==> config.mk <==
export PLATFORM = sky130hd
export DESIGN_NAME = null_src_burst_ctrl_flat
export DESIGN_NICKNAME = d
export VERILOG_FILES = /design/src/rtl/null_src_burst_ctrl_if.sv /design/src/rtl/null_src_burst_ctrl.sv /design/src/flat_wrapper.sv
export SDC_FILE = /design/constraint.sdc
export NUM_CORES = 1
export LEC_CHECK = 0
export BUFFER_PORTS_ARGS = -buffer_cell sky130_fd_sc_hd__buf_2
export CORE_MARGIN = 3
export CORE_UTILIZATION = 30
export DETAILED_ROUTE_END_ITERATION = 8
export PLACE_DENSITY_LB_ADDON = 0.08
export SETUP_SLACK_MARGIN = 0.2
export SLEW_MARGIN = 20
export SYNTH_ARGS = -nofsm -noshare
export SYNTH_HDL_FRONTEND = slang
export SYNTH_SLANG_ARGS = --single-unit
==> constraint.sdc <==
create_clock -name rfnoc_chdr_clk -period 8.9 [get_ports rfnoc_chdr_clk]
set_input_delay 0.445 -clock rfnoc_chdr_clk [delete_from_list [all_inputs] [get_ports rfnoc_chdr_clk]]
set_output_delay 0.445 -clock rfnoc_chdr_clk [all_outputs]
set_load 0.005 [all_outputs]
==> src/rtl/null_src_burst_ctrl_if.sv <==
// AXI-Stream style payload bus between the null-source burst controller and the CHDR framer.
// The master drives the line, framing flags and valid; the slave returns ready.
interface null_src_burst_ctrl_if #(
    parameter int DATA_W = 64
) ();
    logic [DATA_W-1:0] m_tdata;
    logic              m_tlast;
    logic              m_tvalid;
    logic              m_tready;
    logic              m_eob;

    modport master (
        output m_tdata,
        output m_tlast,
        output m_tvalid,
        output m_eob,
        input  m_tready
    );

    modport slave (
        input  m_tdata,
        input  m_tlast,
        input  m_tvalid,
        input  m_eob,
        output m_tready
    );
endinterface

==> src/rtl/null_src_burst_ctrl.sv <==
// Null-source burst controller: turns start/stop commands into framed packets of the
// line-index pattern, with an optional inter-packet gap and packet limit, and EOB on the last packet.
module null_src_burst_ctrl #(
    parameter int ITEM_W = 32,
    parameter int NIPC   = 2,
    parameter int LPP_W  = 16,
    parameter int GAP_W  = 16,
    parameter int CNT_W  = 32
) (
    input  logic                 rfnoc_chdr_clk,
    input  logic                 rfnoc_chdr_rst,
    input  logic [LPP_W-1:0]     cfg_lines_per_pkt,
    input  logic [GAP_W-1:0]     cfg_gap_cycles,
    input  logic [CNT_W-1:0]     cfg_num_pkts,
    input  logic                 cmd_start,
    input  logic                 cmd_stop,
    input  logic                 clear_cnt,
    null_src_burst_ctrl_if.master m,
    output logic                 busy,
    output logic [CNT_W-1:0]     pkt_cnt,
    output logic [CNT_W-1:0]     line_cnt
);

    localparam int DATA_W = ITEM_W * NIPC;
    localparam int HALF_W = ITEM_W / 2;

    typedef enum logic [1:0] {
        IDLE = 2'd0,
        DATA = 2'd1,
        GAP  = 2'd2
    } state_t;

    state_t              state_q, state_d;
    logic [LPP_W-1:0]    lpp_q, lpp_d;
    logic [GAP_W-1:0]    gap_q, gap_d;
    logic [CNT_W-1:0]    num_q, num_d;
    logic [CNT_W-1:0]    burst_q, burst_d;
    logic [GAP_W-1:0]    gapCnt_q, gapCnt_d;
    logic                stopPend_q, stopPend_d;
    logic [CNT_W-1:0]    lineIdx_q, lineIdx_d;
    logic [LPP_W-1:0]    linePos_q, linePos_d;
    logic                tvalid_q, tvalid_d;
    logic [DATA_W-1:0]   tdata_q, tdata_d;
    logic                tlast_q, tlast_d;
    logic                eob_q, eob_d;
    logic [CNT_W-1:0]    pktCnt_q, pktCnt_d;
    logic [CNT_W-1:0]    lineCnt_q, lineCnt_d;

    logic                handshake;
    logic                loadBeat;
    logic [LPP_W-1:0]    loadPos;
    logic [CNT_W-1:0]    loadIdx;
    logic [LPP_W-1:0]    lppEff;
    logic [CNT_W-1:0]    numEff;
    logic [CNT_W-1:0]    burstEff;
    logic                stopEff;
    logic [HALF_W-1:0]   half;
    logic [ITEM_W-1:0]   item;

    assign handshake  = tvalid_q & m.m_tready;
    assign m.m_tdata  = tdata_q;
    assign m.m_tlast  = tlast_q;
    assign m.m_tvalid = tvalid_q;
    assign m.m_eob    = eob_q;
    assign busy       = (state_q != IDLE);
    assign pkt_cnt    = pktCnt_q;
    assign line_cnt   = lineCnt_q;

    // The *Eff values describe the beat being loaded this cycle, so a start can use cfg directly
    always_comb begin
        state_d    = state_q;
        lpp_d      = lpp_q;
        gap_d      = gap_q;
        num_d      = num_q;
        burst_d    = burst_q;
        gapCnt_d   = gapCnt_q;
        stopPend_d = stopPend_q;
        lineIdx_d  = lineIdx_q;
        linePos_d  = linePos_q;
        tvalid_d   = tvalid_q;
        tdata_d    = tdata_q;
        tlast_d    = tlast_q;
        eob_d      = eob_q;
        loadBeat   = 1'b0;
        loadPos    = '0;
        loadIdx    = lineIdx_q;
        lppEff     = lpp_q;
        numEff     = num_q;
        burstEff   = burst_q;
        stopEff    = stopPend_q | cmd_stop;
        half       = '0;
        item       = '0;

        unique case (state_q)
            IDLE: begin
                if (cmd_start) begin
                    lpp_d      = cfg_lines_per_pkt;
                    gap_d      = cfg_gap_cycles;
                    num_d      = cfg_num_pkts;
                    burst_d    = '0;
                    stopPend_d = cmd_stop;
                    state_d    = DATA;
                    loadBeat   = 1'b1;
                    loadIdx    = '0;
                    lppEff     = cfg_lines_per_pkt;
                    numEff     = cfg_num_pkts;
                    burstEff   = '0;
                    stopEff    = cmd_stop;
                end
            end
            DATA: begin
                if (cmd_stop) begin
                    stopPend_d = 1'b1;
                end
                if (handshake) begin
                    if (tlast_q) begin
                        if (eob_q) begin
                            state_d    = IDLE;
                            tvalid_d   = 1'b0;
                            tlast_d    = 1'b0;
                            eob_d      = 1'b0;
                            stopPend_d = 1'b0;
                        end else begin
                            burst_d  = burst_q + CNT_W'(1);
                            burstEff = burst_q + CNT_W'(1);
                            if (gap_q == '0) begin
                                loadBeat = 1'b1;
                            end else begin
                                state_d  = GAP;
                                gapCnt_d = '0;
                                tvalid_d = 1'b0;
                                tlast_d  = 1'b0;
                                eob_d    = 1'b0;
                            end
                        end
                    end else begin
                        loadBeat = 1'b1;
                        loadPos  = linePos_q + LPP_W'(1);
                    end
                end
            end
            GAP: begin
                if (cmd_stop) begin
                    stopPend_d = 1'b1;
                end
                if (gapCnt_q == gap_q - GAP_W'(1)) begin
                    state_d  = DATA;
                    loadBeat = 1'b1;
                end else begin
                    gapCnt_d = gapCnt_q + GAP_W'(1);
                end
            end
            default: begin
                state_d = IDLE;
            end
        endcase

        // EOB is decided when the tlast beat is loaded so it never changes while stalled
        if (loadBeat) begin
            half      = loadIdx[HALF_W-1:0];
            item      = {~half, half};
            tvalid_d  = 1'b1;
            tdata_d   = {NIPC{item}};
            lineIdx_d = loadIdx + CNT_W'(1);
            linePos_d = loadPos;
            tlast_d   = (loadPos == lppEff);
            eob_d     = (loadPos == lppEff) &&
                        (stopEff || ((numEff != '0) && (burstEff + CNT_W'(1) == numEff)));
        end
    end

    always_comb begin
        pktCnt_d  = pktCnt_q;
        lineCnt_d = lineCnt_q;
        if (clear_cnt) begin
            pktCnt_d  = '0;
            lineCnt_d = '0;
        end else if (handshake) begin
            lineCnt_d = lineCnt_q + CNT_W'(1);
            if (tlast_q) begin
                pktCnt_d = pktCnt_q + CNT_W'(1);
            end
        end
    end

    always_ff @(posedge rfnoc_chdr_clk) begin
        if (rfnoc_chdr_rst) begin
            state_q    <= IDLE;
            lpp_q      <= '0;
            gap_q      <= '0;
            num_q      <= '0;
            burst_q    <= '0;
            gapCnt_q   <= '0;
            stopPend_q <= 1'b0;
            lineIdx_q  <= '0;
            linePos_q  <= '0;
            tvalid_q   <= 1'b0;
            tdata_q    <= '0;
            tlast_q    <= 1'b0;
            eob_q      <= 1'b0;
            pktCnt_q   <= '0;
            lineCnt_q  <= '0;
        end else begin
            state_q    <= state_d;
            lpp_q      <= lpp_d;
            gap_q      <= gap_d;
            num_q      <= num_d;
            burst_q    <= burst_d;
            gapCnt_q   <= gapCnt_d;
            stopPend_q <= stopPend_d;
            lineIdx_q  <= lineIdx_d;
            linePos_q  <= linePos_d;
            tvalid_q   <= tvalid_d;
            tdata_q    <= tdata_d;
            tlast_q    <= tlast_d;
            eob_q      <= eob_d;
            pktCnt_q   <= pktCnt_d;
            lineCnt_q  <= lineCnt_d;
        end
    end

endmodule

==> src/flat_wrapper.sv <==
// flat-port wrapper written by rule: the top's interface ports become plain ports
module null_src_burst_ctrl_flat 
#(
    parameter int ITEM_W = 32,
    parameter int NIPC   = 2,
    parameter int LPP_W  = 16,
    parameter int GAP_W  = 16,
    parameter int CNT_W  = 32
)
  (rfnoc_chdr_clk, rfnoc_chdr_rst, cfg_lines_per_pkt, cfg_gap_cycles, cfg_num_pkts, cmd_start, cmd_stop, clear_cnt, busy, pkt_cnt, line_cnt, m_m_tdata, m_m_tlast, m_m_tvalid, m_m_eob, m_m_tready);
  null_src_burst_ctrl_if #(.DATA_W((ITEM_W * NIPC))) m_i ();
  input  logic rfnoc_chdr_clk;
  input  logic rfnoc_chdr_rst;
  input  logic [LPP_W-1:0] cfg_lines_per_pkt;
  input  logic [GAP_W-1:0] cfg_gap_cycles;
  input  logic [CNT_W-1:0] cfg_num_pkts;
  input  logic cmd_start;
  input  logic cmd_stop;
  input  logic clear_cnt;
  output logic busy;
  output logic [CNT_W-1:0] pkt_cnt;
  output logic [CNT_W-1:0] line_cnt;
  output wire logic [$bits(m_i.m_tdata)-1:0] m_m_tdata;
  output wire logic [$bits(m_i.m_tlast)-1:0] m_m_tlast;
  output wire logic [$bits(m_i.m_tvalid)-1:0] m_m_tvalid;
  output wire logic [$bits(m_i.m_eob)-1:0] m_m_eob;
  input wire logic [$bits(m_i.m_tready)-1:0] m_m_tready;
  assign m_m_tdata = m_i.m_tdata;
  assign m_m_tlast = m_i.m_tlast;
  assign m_m_tvalid = m_i.m_tvalid;
  assign m_m_eob = m_i.m_eob;
  assign m_i.m_tready = m_m_tready;
  null_src_burst_ctrl #(.ITEM_W(ITEM_W), .NIPC(NIPC), .LPP_W(LPP_W), .GAP_W(GAP_W), .CNT_W(CNT_W)) u_core (.rfnoc_chdr_clk(rfnoc_chdr_clk), .rfnoc_chdr_rst(rfnoc_chdr_rst), .cfg_lines_per_pkt(cfg_lines_per_pkt), .cfg_gap_cycles(cfg_gap_cycles), .cfg_num_pkts(cfg_num_pkts), .cmd_start(cmd_start), .cmd_stop(cmd_stop), .clear_cnt(clear_cnt), .m(m_i), .busy(busy), .pkt_cnt(pkt_cnt), .line_cnt(line_cnt));
endmodule
==> impl_metrics.env, run 1 <==
export IMPL_setup_tns_ns=0
export IMPL_setup_viol=0
export IMPL_vias=12840
export IMPL_dp_slack_ns=3.778
export IMPL_max_cap_violations=0
export IMPL_synth_simple_area_share_pct=28.53
export IMPL_synth_top_family_by_area="simple AND/OR/NAND/NOR gates"
export IMPL_ir_drop_mv=0.1442
export IMPL_vias_per_cell=5.211
export IMPL_finish_utilization_pct=35.43
export IMPL_cp_required_ns=9.38
export IMPL_cp_arrival_ns=5.65
export IMPL_cp_top_family="simple AND/OR/NAND/NOR gates"
export IMPL_worst_pin_slew_ns=0.9977
export IMPL_gp_congestion=0.8375
export IMPL_syn_inst=1734
export IMPL_ys_seq_area_share_pct=35.23
export IMPL_avgSynthCellArea_um2=8.029
export IMPL_clk_pin_slew_worst_paths_ns=0.06
export IMPL_synth_compound_area_share_pct=15.15
export IMPL_skew_ns=0.01002
export IMPL_holdBufCountCts=0
export IMPL_ys_warn_count=0
export IMPL_power_leakage_nw=6.276
export IMPL_ys_async_sr_fraction_pct=0
export IMPL_grt_overflow_total=0
export IMPL_grt_start_max_net_pins=90
export IMPL_rsz0062_at_grt="no"
export IMPL_syn_to_final_growth_pct=15.97
export IMPL_setup_ws_ns=3.732
export IMPL_finalHoldViolCount=0
export IMPL_grt_pass1_vias=12120
export IMPL_first_pass_iters=5
export IMPL_grt_pass1_wl_mm=68.92
export IMPL_postCtsResizedCells=0
export IMPL_cts_root_buf="clkbuf_16"
export IMPL_synth_edf_count=0
export IMPL_slew_viol_final=0
export IMPL_synth_fp_nets=1817
export IMPL_drt_iter0_drc=793
export IMPL_core_mm2=0.04558
export IMPL_synth_ff_type="dfxtp_1"
export IMPL_synth_distinct_cells=81
export IMPL_crit_path_max_incr_delay_ns=0.76
export IMPL_gr_usage_all_layers_pct=16.85
export IMPL_rows=78
export IMPL_synth_seq_cells=245
export IMPL_synth_fa_ha_area_share_pct=1.168
export IMPL_hpwl_mm=31.12
export IMPL_drc=0
export IMPL_synthMuxAreaShare_pct=4.556
export IMPL_postRouteAntennaNets=0
export IMPL_holdWs_ns=0.1133
export IMPL_min_path_type="input port to flop"
export IMPL_clkLatencyLatePin_ns=0.57
export IMPL_tritoncts="built"
export IMPL_max_freq_mhz=193.5
export IMPL_synth_xor_xnor_area_share_pct=9.472
export IMPL_path_cells="inv_1 -> ha_2 -> buf_4 -> inv_1 -> buf_4 -> nor3_1 -> or2_2 -> ha_1 -> o21ai_0 -> nor4b_1 -> nand3_1 -> or4_1 -> or3_1 -> nor4_1 -> o31ai_1 -> o31ai_2"
export IMPL_chipHeight_um=221.4
export IMPL_initial_core_util_pct=30.55
export IMPL_fin_nets=1930
export IMPL_total_power_mw=3.444
export IMPL_fin_crit_sh_pct=58.06
export IMPL_path_buf_inv=4
export IMPL_slowest_stage="nor4b_1"
export IMPL_clockBufferDepth=3
export IMPL_post_cts_buffers=0
export IMPL_io_pins=202
export IMPL_die_x_um=221.4
export IMPL_layout_common_cells="dfxtp_1, nor2_1, buf_2"
export IMPL_antenna_found_initial=2
export IMPL_drive_above_1_share_pct=15.61
export IMPL_h_tree_depth=1
export IMPL_cts_buffers=31
export IMPL_final_common_cell="dfxtp_1"
export IMPL_syn_area_mm2=0.01392
export IMPL_antenna_cells=0
export IMPL_numPortBuffers=201
export IMPL_end_kind="flop"
export IMPL_startpoint_type="flop"
export IMPL_wl_mm=43.19
export IMPL_avgRoutedWirePerCell_um=17.53
export IMPL_path_max_fanout=57
export IMPL_power_density_mw_per_mm2=213.3
export IMPL_die_area_mm2=0.04903
export IMPL_clock_sinks=245
export IMPL_outcome="complete, no violations"
export IMPL_slew_headroom_pct=32.98
export IMPL_period_minus_slack_ns=5.168
export IMPL_setup_worst_path_class="flop to flop"
==> worst paths after layout <==
kind / start / endpoint / slack [ns] / cells past startpoint
worst max-delay path: u_core.state_q[1]$_SDFFE_PP0P_ / u_core.m.m_eob$_SDFFE_PP0P_ / 3.73 / 16
worst min-delay path: cfg_gap_cycles[0] / u_core.gap_q[0]$_SDFFE_PP0P_ / 0.11 / 3
worst min register to register: u_core.m.m_tdata[50]$_SDFFE_PP0P_ / u_core.m.m_tdata[50]$_SDFFE_PP0P_ / 0.48 / 2
worst max register to register: u_core.state_q[1]$_SDFFE_PP0P_ / u_core.m.m_eob$_SDFFE_PP0P_ / 3.73 / 16
==> synthesized netlist by cell type, types with 7 or more instances <==
| cell type | count | area share, % |
|---|---|---|
| xor2_1 | 65 | 4.1 |
| nand2_1 | 150 | 4.0 |
| buf_2 | 11 | 0.40 |
| dfxtp_1 | 245 | 35 |
| a22oi_1 | 22 | 1.2 |
| a31oi_1 | 11 | 0.49 |
| a221oi_1 | 21 | 1.3 |
| nand3b_1 | 14 | 0.75 |
| clkbuf_1 | 85 | 2.3 |
| a211oi_1 | 18 | 0.97 |
| nor4_1 | 51 | 2.3 |
| a21oi_1 | 87 | 3.1 |
| and3_1 | 37 | 1.7 |
| nand3_1 | 67 | 2.4 |
| and2_1 | 20 | 0.90 |
| or4_1 | 10 | 0.54 |
| nor2b_1 | 19 | 0.85 |
| or3_1 | 21 | 0.94 |
| ha_1 | 13 | 1.2 |
| inv_1 | 40 | 1.1 |
| nor2_1 | 236 | 6.4 |
| and4_1 | 24 | 1.5 |
| buf_1 | 7 | 0.19 |
| buf_4 | 36 | 1.9 |
| nand2b_1 | 9 | 0.40 |
| mux2i_1 | 60 | 4.3 |
| o211ai_1 | 7 | 0.38 |
| nor3_1 | 35 | 1.3 |
| o21a_1 | 7 | 0.38 |
| o21ai_0 | 60 | 2.2 |
| nand4_1 | 48 | 2.2 |
| xnor2_1 | 83 | 5.2 |
==> power by group <==
group	switching, mW	internal (mW)
clock network	0.488	0.723
logic	0.639	0.362
registers	0.0581	1.17
total	1.18	2.26
==> area by class of cell <==
type / instances / area, um2
multi-input cells: 1310 / 8230
inverters: 40 / 150.1
clock inverters: 5 / 53.80
flip-flops and latches: 245 / 4905
fillers: 4795 / 29430
repair buffers: 219 / 1147
clock buffers: 45 / 908.4
well taps: 600 / 750.7
==> flip-flops by register name (all words and copies together) (netlist names), 32 cells and up <==
register / cells
u_core.burst_q: 32
u_core.line_cnt: 32
u_core.m.m_tdata: 32
u_core.num_q: 32
u_core.pkt_cnt: 32
==> routing by layer <==
metal | track usage [%] | share of wire (%) | vias to the layer above
met5 | 0 | 0.025 | -
met4 | 3.344 | 1.8 | 2
met3 | 2.521 | 3.9 | 51
met2 | 27.58 | 46 | 236
met1 | 23.71 | 48 | 6131
li1 | - | - | 6419
==> logic make-up (layout without fill, tap and decap cells) <==
group	after synthesis	count (layout)
xor gates and xnor gates	149	149
adders and majority gates	13	13
muxes	63	63
buffers and inverters	179	309
AOI/OAI and AO/OA	310	310
DFF	245	245
and+or+nand+nor	775	775
==> through the flow <==
stage	cell area (um2)	cells
3_5_place_dp	15180	2414
3_3_place_gp	15180	2414
2_1_floorplan	13920	1734
5_1_grt	16150	2464
6_report	16150	2464
4_1_cts	16140	2464
==> worst register-to-register path, stage by stage (launching register included) <==
cell	delay, ns
dfxtp_1	0.35
inv_1	0.09
ha_2	0.16
buf_4	0.48
inv_1	0.25
buf_4	0.28
nor3_1	0.18
or2_2	0.18
ha_1	0.26
o21ai_0	0.12
nor4b_1	0.76
nand3_1	0.33
or4_1	0.61
or3_1	0.40
nor4_1	0.26
o31ai_1	0.14
o31ai_2	0.26
(Power assumes the default switching activity.)
==> inputs of run 2 (changes only) <==
==> constraint.sdc (replaced) <==
create_clock -name rfnoc_chdr_clk -period 5 [get_ports rfnoc_chdr_clk]
set_input_delay 0.25 -clock rfnoc_chdr_clk [delete_from_list [all_inputs] [get_ports rfnoc_chdr_clk]]
set_output_delay 0.25 -clock rfnoc_chdr_clk [all_outputs]
set_load 0.005 [all_outputs]
==> impl_metrics.env, run 2 (synthesized netlist as in run 1, its figures left out) <==
export IMPL_finalHoldViolCount=0
export IMPL_initial_core_util_pct=30.55
export IMPL_gp_congestion=0.8483
export IMPL_r2r_slack_ns=0.53
export IMPL_die_area_mm2=0.04903
export IMPL_layout_common_cells="dfxtp_1, nor2_1, buf_2"
export IMPL_grt_overflow_total=0
export IMPL_die_x_um=221.4
export IMPL_swShare_pct=33.96
export IMPL_grt_pass1_wl_mm=69.06
export IMPL_seqPwrFrac_pct=34.5
export IMPL_avgRoutedWirePerCell_um=17.31
export IMPL_grt_pass1_vias=12400
export IMPL_postRouteAntennaNets=0
export IMPL_max_freq_mhz=223.6
export IMPL_antenna_cells=0
export IMPL_combPwrFrac_pct=28.9
export IMPL_final_common_cell="dfxtp_1"
export IMPL_hpwl_mm=31.66
export IMPL_vias_per_cell=5.210
export IMPL_end_kind="flop"
export IMPL_drc=0
export IMPL_dp_cells=2424
export IMPL_drt_iter0_drc=814
export IMPL_outcome="complete, no violations"
export IMPL_clockPowerShare_pct=36.5
export IMPL_skew_ns=0.01979
export IMPL_worst_pin_slew_ns=0.9311
export IMPL_cts_root_buf="clkbuf_16"
export IMPL_grt_start_max_net_pins=100
export IMPL_setup_tns_ns=0
export IMPL_setup_viol=0
export IMPL_rsz0062_at_grt="no"
export IMPL_post_cts_buffers=0
export IMPL_slew_viol_final=0
export IMPL_fin_nets=1973
export IMPL_vias=13100
export IMPL_max_cap_violations=0
export IMPL_io_pins=202
export IMPL_power_density_mw_per_mm2=381.1
export IMPL_wl_mm=43.54
export IMPL_gr_usage_all_layers_pct=16.92
export IMPL_netSwitchingPower_mw=2.156
export IMPL_period_minus_slack_ns=4.471
export IMPL_clkLatencyLatePin_ns=0.58
export IMPL_fin_cells=2515
export IMPL_drive_above_1_share_pct=16.14
export IMPL_ir_drop_mv=0.2112
export IMPL_first_pass_iters=5
export IMPL_numPortBuffers=201
export IMPL_min_path_type="input port to flop"
export IMPL_chipHeight_um=221.4
export IMPL_clock_sinks=245
export IMPL_clk_pin_slew_worst_paths_ns=0.06
export IMPL_setup_worst_path_class="flop to flop"
export IMPL_cp_required_ns=5.47
export IMPL_core_mm2=0.04558
export IMPL_fin_crit_sh_pct=89.43
export IMPL_h_tree_depth=1
export IMPL_tritoncts="built"
export IMPL_power_leakage_nw=6.518
export IMPL_total_power_mw=6.349
export IMPL_intPower_mw=4.193
export IMPL_seq_area_mm2=0.004905
export IMPL_rows=78
export IMPL_cts_buffers=31
export IMPL_syn_to_final_growth_pct=19.66
export IMPL_multi_input_area_mm2=0.008235
export IMPL_antenna_found_initial=1
export IMPL_cp_arrival_ns=4.94
export IMPL_startpoint_type="flop"
export IMPL_slew_headroom_pct=37.93
export IMPL_fillers=4790
export IMPL_clockBufferDepth=3
export IMPL_path_max_fanout=27
## run 2: cell type report
type	instances	share of cell area [%]
multi-input cells	1310	49.43
clock inverters	11	0.8412
clock buffers	47	5.558
repair buffers	262	9.320
well taps	600	4.506
inverters	40	0.9012
flip-flops and latches	245	29.44
## run 2: worst paths after layout
kind / start / end / depth (start not counted)
max reg2reg: u_core.state_q[0]$_SDFFE_PP0P_ / u_core.m.m_eob$_SDFFE_PP0P_ / 13
min: cfg_num_pkts[17] / u_core.num_q[17]$_SDFF_PP0_ / 3
max: u_core.state_q[0]$_SDFFE_PP0P_ / u_core.m.m_eob$_SDFFE_PP0P_ / 13
min reg2reg: u_core.m.m_tdata[51]$_SDFFE_PP0P_ / u_core.m.m_tdata[51]$_SDFFE_PP0P_ / 2
## run 2: worst max-delay path, cell delays in order, from the launching register on
cell and delay [ns]:
dfxtp_1 0.34, inv_1 0.09, ha_1 0.32, mux2i_2 0.44, buf_4 0.41, nand2_1 0.08, o21ai_0 0.11, o211ai_1 0.20
or4b_1 0.64, or4_4 0.58, or3_1 0.40, a2111oi_2 0.38, nand4_1 0.15, o31ai_2 0.21
## run 2: through the flow
step	hold slack (ns)	worst slack [ns]	cell area, um2	utilization (%)
after floorplan	0.3860	0.2517	13920	-
after global placement	0.4689	0.5960	15250	33.47
after detailed placement	0.4755	0.5476	15250	33.47
after CTS	0.0008912	0.4795	16650	36.53
after global routing	0.03278	0.2434	16660	36.55
final	0.01919	0.5285	16660	36.55
## run 2: power by group through the flow
stage	clock [mW]	combinational [mW]	sequential (mW)
6_report	2.32	1.84	2.19
4_1_cts	2.41	1.86	2.19
3_5_place_dp	0	1.83	2.24
5_1_grt	2.48	2.03	2.21
3_3_place_gp	0	1.84	2.23
2_1_floorplan	0	1.32	2.21
## run 2: repair_timing
| action | 4_1_cts | 5_1_grt |
|---|---|---|
| hold buffers | 33 | 0 |
| hold endpoints to repair | 33 | 0 |
| setup endpoints to repair | 0 | 1 |
| resized for setup | 0 | 1 |
## run 2: layer usage
layer | track usage, % | share of wire, % | up-vias
met5 | 0 | 0.021 | -
met4 | 4.190 | 2.5 | 2
met3 | 2.693 | 4.6 | 63
met2 | 27.61 | 46 | 269
met1 | 23.44 | 47 | 6254
li1 | - | - | 6516
==> inputs of run 3 (changes only) <==
--- a/config.mk
+++ b/config.mk
@@ -10,6 +10,7 @@
 export CORE_UTILIZATION = 30
 export DETAILED_ROUTE_END_ITERATION = 8
 export PLACE_DENSITY_LB_ADDON = 0.08
+export RECOVER_POWER = 100
 export SETUP_SLACK_MARGIN = 0.2
 export SLEW_MARGIN = 20
 export SYNTH_ARGS = -nofsm -noshare
==> impl_metrics.env, run 3 (synthesized netlist as in run 1, its figures left out) <==
export IMPL_outcome="finished with violations"
export IMPL_violations="capacitance limit, slew limit"
export IMPL_min_path_type="input port to flop"
export IMPL_grt_pass1_vias=12400
export IMPL_numPortBuffers=201
export IMPL_die_area_mm2=0.04903
export IMPL_slew_headroom_pct=-52.73
export IMPL_rows=78
export IMPL_h_tree_depth=1
export IMPL_rsz0062_at_grt="no"
export IMPL_cp_required_ns=5.47
export IMPL_drt_iter0_drc=776
export IMPL_total_power_mw=6.332
export IMPL_fin_crit_sh_pct=91.55
export IMPL_period_minus_slack_ns=4.578
export IMPL_fillers=4820
export IMPL_cts_buffers=31
export IMPL_final_common_cell="dfxtp_1"
export IMPL_fin_nets=1973
export IMPL_drc=0
export IMPL_layout_common_cells="dfxtp_1, nor2_1, nand2_1"
export IMPL_drive_above_1_share_pct=12.64
export IMPL_cp_arrival_ns=5.05
export IMPL_cts_root_buf="clkbuf_16"
export IMPL_finalHoldViolCount=0
export IMPL_setup_tns_ns=0
export IMPL_initial_core_util_pct=30.55
export IMPL_dp_slack_ns=0.5476
export IMPL_startpoint_type="flop"
export IMPL_max_freq_mhz=218.5
export IMPL_hpwl_mm=31.66
export IMPL_path_max_fanout=27
export IMPL_clk_pin_slew_worst_paths_ns=0.06
export IMPL_die_x_um=221.4
export IMPL_gp_congestion=0.8483
export IMPL_post_cts_buffers=0
export IMPL_first_pass_iters=5
export IMPL_setup_viol=0
export IMPL_ir_drop_mv=0.2097
export IMPL_vias_per_cell=5.207
export IMPL_clkLatencyLatePin_ns=0.58
export IMPL_vias=13100
export IMPL_chipHeight_um=221.4
export IMPL_clock_sinks=245
export IMPL_grt_pass1_wl_mm=69.06
export IMPL_slew_viol_final=174
export IMPL_antenna_found_initial=1
export IMPL_antenna_cells=0
export IMPL_setup_ws_ns=0.4224
export IMPL_wl_mm=43.60
export IMPL_setup_worst_path_class="flop to flop"
export IMPL_grt_start_max_net_pins=100
export IMPL_worst_pin_slew_ns=2.291
export IMPL_max_cap_violations=2
export IMPL_multi_input_area_mm2=0.008217
export IMPL_skew_ns=0.02200
export IMPL_avgRoutedWirePerCell_um=17.34
export IMPL_gr_usage_all_layers_pct=16.92
export IMPL_io_pins=202
export IMPL_seq_area_mm2=0.004905
export IMPL_clockBufferDepth=3
export IMPL_core_mm2=0.04558
export IMPL_finish_utilization_pct=36.27
export IMPL_postRouteAntennaNets=0
export IMPL_end_kind="flop"
export IMPL_syn_to_final_growth_pct=18.75
export IMPL_grt_overflow_total=0
export IMPL_tritoncts="built"
export IMPL_power_density_mw_per_mm2=383.0
export IMPL_power_leakage_nw=6.226
-- run 3: cell types whose count changed in the layout (fill, tap and decap cells not counted), moves of 2 or more --
cell      change
clkbuf_1     +64
buf_2        -59
buf_4         -9
clkbuf_2      +5
and2_0        +2
and2_1        -2
-- run 3: worst max-delay path, cell delays in order, from the launching register on --
cell and delay, ns:
dfxtp_1 0.34, inv_1 0.09, ha_1 0.31, mux2i_1 0.54
buf_4 0.43, nand2_1 0.09, o21ai_0 0.11, o211ai_1 0.20
or4b_1 0.64, or4_4 0.58, or3_1 0.40, a2111oi_2 0.38
nand4_1 0.15, o31ai_2 0.21
-- run 3: final cells by class --
cell class,count,share of cell area (%)
Inverter,40,0.9082
Timing Repair Buffer,262,8.734
Clock inverter,11,0.8476
Multi-Input combinational cell,1310,49.70
Sequential cell,245,29.67
Clock buffer,47,5.601
Tap cell,600,4.541
-- run 3: repair_timing --
| item | CTS | global route |
|---|---|---|
| hold buffers | 33 | 0 |
| setup endpoints to repair | 0 | 1 |
| hold endpoints to repair | 33 | 0 |
| gates resized for setup | 0 | 1 |
-- run 3: final timing paths --
check | from | endpoint | slack [ns] | cells after the start
max | u_core.state_q[0]$_SDFFE_PP0P_ | u_core.m.m_eob$_SDFFE_PP0P_ | 0.42 | 13
min | cfg_num_pkts[18] | u_core.num_q[18]$_SDFF_PP0_ | 0.02 | 3
max reg2reg | u_core.state_q[0]$_SDFFE_PP0P_ | u_core.m.m_eob$_SDFFE_PP0P_ | 0.42 | 13
min reg2reg | u_core.m.m_tdata[51]$_SDFFE_PP0P_ | u_core.m.m_tdata[51]$_SDFFE_PP0P_ | 0.48 | 2
-- run 3: through the flow --
stage               area (um2)  hold WS [ns]  instances
floorplan                13920        0.3860       1734
global placement         15250        0.4689       2424
detailed placement       15250        0.4755       2424
CTS                      16650     0.0008912       2515
global route             16530       0.03278       2515
finish                   16530       0.01664       2515
-- run 3: routing by layer --
metal	vias up	track usage [%]	wire length (um)
met5	-	0	9
met2	269	27.61	19850
met1	6238	23.44	20870
li1	6520	-	-
met3	67	2.693	1763
met4	2	4.190	1102
-- run 3: report_power, final --
group | total [mW] | switching [mW] | internal (mW) | leakage, nW
combinational | 1.82 | 1.15 | 0.664 | 3.71
clock | 2.32 | 0.897 | 1.42 | 0.526
sequential | 2.19 | 0.105 | 2.09 | 1.99
total | 6.33 | 2.15 | 4.18 | 6.23
